File: src/rtl/clock_tap_tracker.sv
// Closed-loop phi0 delay-line tap controller: averages phase-difference samples and steps the tap.
// Optional build macro CLOCK_TAP_FAST_SLEW_EN enables a 4-tap step for large averaged errors.
module clock_tap_tracker #(
  parameter int TAP_BITS = 9,
  parameter int TAP_MIN  = 0,
  parameter int TAP_MAX  = 499,
  parameter int TAP_INIT = 50,
  parameter int TARGET   = 0,
  parameter int DEADBAND = 2,
  parameter int AVG_LOG2 = 3,
  parameter int SETTLE_N = 4,
  parameter int TIMEOUT  = 65535
) (
  input  logic                eclk,
  input  logic                ereset_n,
  input  logic                diff_valid,
  input  logic signed [15:0]  diff,
  input  logic                auto_en,
  input  logic                man_inc,
  input  logic                man_dec,
  output logic [TAP_BITS-1:0] tap,
  output logic                locked,
  output logic                at_limit,
  output logic                sig_lost
);

  // state  | meaning
  // IDLE   | manual mode, waiting for auto_en
  // ACCUM  | summing 2**AVG_LOG2 samples
  // DECIDE | one cycle: compare mean error, step tap
  // SETTLE | discarding SETTLE_N samples after a tap change
  typedef enum logic [1:0] {IDLE, ACCUM, DECIDE, SETTLE} state_t;

  localparam int N_AVG  = 1 << AVG_LOG2;
  localparam int ACC_W  = 16 + AVG_LOG2;
  localparam int ERR_W  = ACC_W + 2;
  localparam int TW     = TAP_BITS + 2;
  localparam int CNT_W  = ((AVG_LOG2 + 1) > $clog2(SETTLE_N + 1)) ? (AVG_LOG2 + 1)
                                                                  : $clog2(SETTLE_N + 1);
  localparam int IDLE_W = $clog2(TIMEOUT + 1);

  localparam logic signed [TW-1:0]    MIN_S  = TW'(TAP_MIN);
  localparam logic signed [TW-1:0]    MAX_S  = TW'(TAP_MAX);
  localparam logic [TAP_BITS-1:0]     INIT_V = TAP_BITS'(TAP_INIT);
  localparam logic signed [ERR_W-1:0] TGT_S  = ERR_W'(TARGET);
  localparam logic signed [ERR_W-1:0] DB_S   = ERR_W'(DEADBAND);
  localparam logic [CNT_W-1:0]        AVG_LAST    = CNT_W'(N_AVG - 1);
  localparam logic [CNT_W-1:0]        SETTLE_LAST = CNT_W'(SETTLE_N - 1);
  localparam logic [IDLE_W-1:0]       IDLE_LAST   = IDLE_W'(TIMEOUT - 1);

  state_t                    state, state_n;
  logic signed [ACC_W-1:0]   acc, acc_n;
  logic [CNT_W-1:0]          cnt, cnt_n;
  logic [IDLE_W-1:0]         idle_cnt, idle_n;
  logic [TAP_BITS-1:0]       tap_q, tap_n;
  logic                      locked_q, locked_n;
  logic                      at_limit_q, at_limit_n;
  logic                      sig_lost_q, sig_lost_n;

  logic signed [ACC_W-1:0]   diff_ext;
  logic signed [ACC_W-1:0]   mean;
  logic signed [ERR_W-1:0]   err;
  logic signed [TW-1:0]      step;
  logic signed [TW-1:0]      delta;
  logic signed [TW-1:0]      cand;
  logic                      do_step;

  assign diff_ext = $signed({{AVG_LOG2{diff[15]}}, diff});
  assign mean     = acc >>> AVG_LOG2;
  assign err      = $signed({{2{mean[ACC_W-1]}}, mean}) - TGT_S;

`ifdef CLOCK_TAP_FAST_SLEW_EN
  // Large averaged errors take a coarse step to pull in faster.
  logic wide_err;
  assign wide_err = (err > (DB_S <<< 2)) || (err < -(DB_S <<< 2));
  assign step     = wide_err ? TW'(4) : TW'(1);
`else
  assign step     = TW'(1);
`endif

  always_ff @(posedge eclk or negedge ereset_n) begin
    if (!ereset_n) begin
      state      <= IDLE;
      acc        <= '0;
      cnt        <= '0;
      idle_cnt   <= '0;
      tap_q      <= INIT_V;
      locked_q   <= 1'b0;
      at_limit_q <= 1'b0;
      sig_lost_q <= 1'b0;
    end else begin
      state      <= state_n;
      acc        <= acc_n;
      cnt        <= cnt_n;
      idle_cnt   <= idle_n;
      tap_q      <= tap_n;
      locked_q   <= locked_n;
      at_limit_q <= at_limit_n;
      sig_lost_q <= sig_lost_n;
    end
  end

  always_comb begin
    state_n    = state;
    acc_n      = acc;
    cnt_n      = cnt;
    idle_n     = idle_cnt;
    tap_n      = tap_q;
    locked_n   = locked_q;
    at_limit_n = at_limit_q;
    sig_lost_n = sig_lost_q;
    delta      = '0;
    do_step    = 1'b0;
    cand       = '0;

    if (diff_valid) sig_lost_n = 1'b0;

    if (!auto_en) begin
      state_n  = IDLE;
      acc_n    = '0;
      cnt_n    = '0;
      idle_n   = '0;
      locked_n = 1'b0;
      if (man_inc ^ man_dec) begin
        delta   = man_inc ? TW'(1) : -TW'(1);
        do_step = 1'b1;
      end
    end else begin
      case (state)
        IDLE: begin
          state_n = ACCUM;
          acc_n   = '0;
          cnt_n   = '0;
          idle_n  = '0;
        end
        ACCUM: begin
          if (diff_valid) begin
            acc_n  = acc + diff_ext;
            idle_n = '0;
            if (cnt == AVG_LAST) begin
              state_n = DECIDE;
              cnt_n   = '0;
            end else begin
              cnt_n = cnt + 1'b1;
            end
          end else if (idle_cnt == IDLE_LAST) begin
            sig_lost_n = 1'b1;
            locked_n   = 1'b0;
            acc_n      = '0;
            cnt_n      = '0;
            idle_n     = '0;
          end else begin
            idle_n = idle_cnt + 1'b1;
          end
        end
        DECIDE: begin
          // Any strobe landing here is intentionally dropped.
          idle_n = '0;
          cnt_n  = '0;
          acc_n  = '0;
          if (err > DB_S) begin
            delta    = -step;
            do_step  = 1'b1;
            locked_n = 1'b0;
            state_n  = SETTLE;
          end else if (err < -DB_S) begin
            delta    = step;
            do_step  = 1'b1;
            locked_n = 1'b0;
            state_n  = SETTLE;
          end else begin
            locked_n = 1'b1;
            state_n  = ACCUM;
          end
        end
        SETTLE: begin
          if (diff_valid) begin
            idle_n = '0;
            if (cnt == SETTLE_LAST) begin
              state_n = ACCUM;
              acc_n   = '0;
              cnt_n   = '0;
            end else begin
              cnt_n = cnt + 1'b1;
            end
          end else if (idle_cnt == IDLE_LAST) begin
            sig_lost_n = 1'b1;
            locked_n   = 1'b0;
            state_n    = ACCUM;
            acc_n      = '0;
            cnt_n      = '0;
            idle_n     = '0;
          end else begin
            idle_n = idle_cnt + 1'b1;
          end
        end
        default: state_n = IDLE;
      endcase
    end

    // Out-of-range candidate covers both overshoot and an already-pinned tap.
    if (do_step) begin
      cand = $signed({2'b00, tap_q}) + delta;
      if (cand < MIN_S) begin
        tap_n      = MIN_S[TAP_BITS-1:0];
        at_limit_n = 1'b1;
      end else if (cand > MAX_S) begin
        tap_n      = MAX_S[TAP_BITS-1:0];
        at_limit_n = 1'b1;
      end else begin
        tap_n      = cand[TAP_BITS-1:0];
        at_limit_n = 1'b0;
      end
    end
  end

  assign tap      = tap_q;
  assign locked   = locked_q;
  assign at_limit = at_limit_q;
  assign sig_lost = sig_lost_q;

endmodule

File: config.mk
export PLATFORM = sky130hd
export DESIGN_NAME = clock_tap_tracker
export DESIGN_NICKNAME = d
export VERILOG_FILES = /design/src/rtl/clock_tap_tracker.sv
export SDC_FILE = /design/constraint.sdc
export NUM_CORES = 1
export LEC_CHECK = 0
export CAP_MARGIN = 30
export CORE_MARGIN = 2
export CORE_UTILIZATION = 60
export CTS_BUF_LIST = sky130_fd_sc_hd__clkbuf_4
export DETAILED_ROUTE_END_ITERATION = 10
export GPL_TIMING_DRIVEN = 0
export PLACE_DENSITY = 0.94
export SYNTH_ARGS = -nofsm -noshare
export SYNTH_HDL_FRONTEND = slang
export SYNTH_SLANG_ARGS = --single-unit
File: constraint.sdc
create_clock -name eclk -period 4.15 [get_ports eclk]
set_input_delay 0.415 -clock eclk [delete_from_list [all_inputs] [get_ports eclk]]
set_output_delay 0.415 -clock eclk [all_outputs]
set_load 0.05 [all_outputs]
==> results.md <==
* Status: completed
* Slew HR at 0.393
* Cell variety after synth at 59
* Share of the synthesized area in the top cell type at 0.323
* Max-slew violations at 0
* Clock share of power at 0.142
* Switching share of total power at 0.443
* Largest net degree at the start of global routing at 29
* Port bufs at 31
* Initial DRT Pass Iterations at 5
* Via-to-Cell Ratio at 6.22
* Pint at 0.000983 W
* Endpoint class of the critical path: flip-flop
* Reg power frac at 0.370
* Async SR Flop Fraction at 1.00
* Placed Cells at 548
* Non-Filler Instances at 556
* Psw at 0.000783 W
* Clk buf depth at 2
* Pwr Density at 403 nW/µm²
* Final setup vio count at 0
* Worst Path Arrival at 4.31 ns
* Worst-skew pair later-pin latency at 0.39 ns
* Share of layout cells above drive strength 1 at 0.0647
* Global-route wire length before repair at 15600 µm
* Full die area at 7110 µm²
* LEAKAGE at 1.97 nW
* Largest cells by area after synthesis: dfrtp_1 32%, ha_1 12%, xor2_1 5.0%
* Detailed Place HPWL at 6760 µm
* Hold slack at 0.0331 ns
* # Max-Cap Violations at 0
* Final Util at 0.699
* Die Y at 84.3 µm
* CP Data Required Time at 4.44 ns
* Nets at 538
* Hold Fails Final Rpt at 0
* Vias at 3457
* Minimum clock period at 4.03 ns
* ANT nets after route at 0
* CP Max Fanout at 10
* IO Pins at 34
* Yosys top cell by area: dfrtp_1
* Fin crit share at 0.970
* Synthesized area at 3870 µm²
* Seq/Total Area, Yosys at 0.344
* Combinational Power Share at 0.488
* Total power at 0.00177 W
* Drt drc at 0
* Total GRT Usage at 0.264
* Width of the chip at 84.3 µm
* Initial drt markers at 178
* Synth Flop Type: dfrtp_1
* Post-synth EDFFs at 0
* Root buffer cell: clkbuf_4
* Critical path launch point type: flip-flop
* Fmax at 248 MHz
* Total CTS buffers at 5
* Gpl congestion at 0.919
* Hold WC Path Type: in2async
* VDD IR max at 0.455 mV
* Syn Inst Count at 439
* Clock transition at the registers of the reported paths at 0.17 ns
* Syn avg cell area at 8.82 µm²
* Placed cell areas at 4290 µm²
* Total core area at 6280 µm²
* Hold_buf cts at 0
* Drt total wl at 8880 µm
* Worst-Margin Slew at 0.904 ns
* Initial antenna violation count at 0
* H-tree Lvls at 2
* Grt ovf at 0
* Setup CP Type: reg2reg
* Clk_skew at 0.0145 ns
* Ant. Diodes at 0
* Initial core utilization at 0.617
* CTS tree: built
* P&R area growth vs syn at 13.3%
* Rows at 29
* Postcts setup bufs at 0
* Yosys warning total at 0
* CTS sink count at 53
* Mapped Nets at 499
* Number of synthesized register bits at 53
* Fin area at 4390 µm²
* WL per Instance at 16.0 µm
* Number of global-route vias before repair at 3517
[cell usage after synthesis, types with 7 or more instances]
cell and n:
dfrtp_1 50, nand2_1 44, nor2_1 41, o21ai_0 38, ha_1 36, a21oi_1 27, xor2_1 22, inv_1 16
nand3_1 14, a21o_1 11, xnor2_1 10, a211oi_1 9, clkbuf_1 9, nand4_1 9, nor3_1 7
[registers in the layout (all words and copies together), names as in the netlist]
| signal | flops |
|---|---|
| locked | 1 |
| cnt | 4 |
| sig_lost | 1 |
| at_limit | 1 |
| acc | 19 |
| state | 2 |
| tap | 9 |
| idle_cnt | 16 |
[area by class of cell]
cell class	instances	area [µm²]
plain buffers	10	38.8
clock buffers	5	37.5
clock inverters	3	25.0
fillers	477	1890
inverters	16	60.1
multi-input cells	360	2470
flip-flops and latches	53	1330
well taps	77	96.3
repair buffers	32	325
[timing repair]
item                       4_1_cts  5_1_grt
gates resized for setup          1        5
setup endpoints to repair        7       10
cloned                           0        0
[cells in the final DEF (no fill, tap or decap), drive strengths merged, types with 8 or more instances in the layout]
| cell | synthesis | routed |
|---|---|---|
| nor3 | 8 | 8 |
| xor2 | 22 | 22 |
| o21ai | 40 | 40 |
| ha | 36 | 36 |
| nor2 | 41 | 41 |
| nand2 | 44 | 44 |
| a211oi | 9 | 9 |
| clkdlybuf4s50 | 0 | 30 |
| xnor2 | 10 | 10 |
| nand3 | 14 | 14 |
| nand4 | 9 | 9 |
| clkbuf | 9 | 14 |
| dfrtp | 50 | 50 |
| a21oi | 28 | 28 |
| inv | 16 | 17 |
| a21o | 11 | 11 |
[final timing paths]
| check | slack, ns | endpoint | depth (start not counted) | startpoint |
|---|---|---|---|---|
| setup / recovery | 0.12 | at_limit | 13 | acc[15] |
| hold / removal | 0.03 | acc[5] | 1 | ereset_n |
| setup reg to reg | 0.12 | at_limit | 13 | acc[15] |
| hold reg to reg | 0.52 | tap[4] | 2 | tap[4] |
| max in group asynchronous | 3.46 | tap[4] | 2 | ereset_n |
| min in group eclk | 0.52 | tap[4] | 2 | tap[4] |
[layer usage]
layer	wire length, µm	vias to the layer above	track usage
met3	381	29	0.0413
met5	0	-	0
met2	4370	110	0.461
li1	-	1675	-
met4	242	0	0.101
met1	3890	1643	0.327
[logic make-up after synthesis]
logic type               Yosys count  synth area share
flip-flops                        53             0.344
AND/OR/NAND/NOR                  156             0.201
multiplexers                       6            0.0158
buffers and inverters             26            0.0255
adder cells (fa/ha/maj)           38             0.127
AO/OA/AOI/OAI                    128             0.215
XOR/XNOR                          32            0.0724
[power by group through the flow]
stage | clock (W) | combinational (W) | sequential [W]
after global routing | 0.000272 | 0.000932 | 0.000664
after CTS | 0.000253 | 0.000843 | 0.000652
after detailed placement | 0 | 0.000838 | 0.000663
after floorplan | 0 | 0.000434 | 0.000819
final | 0.000251 | 0.000862 | 0.000654
after global placement | 0 | 0.000801 | 0.000659
[critical path: stages, from the launching register on]
cell and delay [ns]:
dfrtp_1 0.46, nor4_1 0.27, and4_1 0.27, nor3_1 0.08, a21oi_2 0.29, inv_1 0.29
ha_1 0.35, a21o_1 0.22, and4_2 0.26, nor2_1 0.17, o21ai_0 0.14, xor2_1 0.51
nand3b_1 0.30, mux2_2 0.34
[stage by stage]
step                worst slack, ns  setup TNS (ns)
finish                        0.124               0
global route                -0.0137         -0.0137
CTS                          0.0514               0
detailed placement           -0.229           -1.35
global placement            -0.0531          -0.133
floorplan                     0.549               0
(Power assumes the default switching activity.)
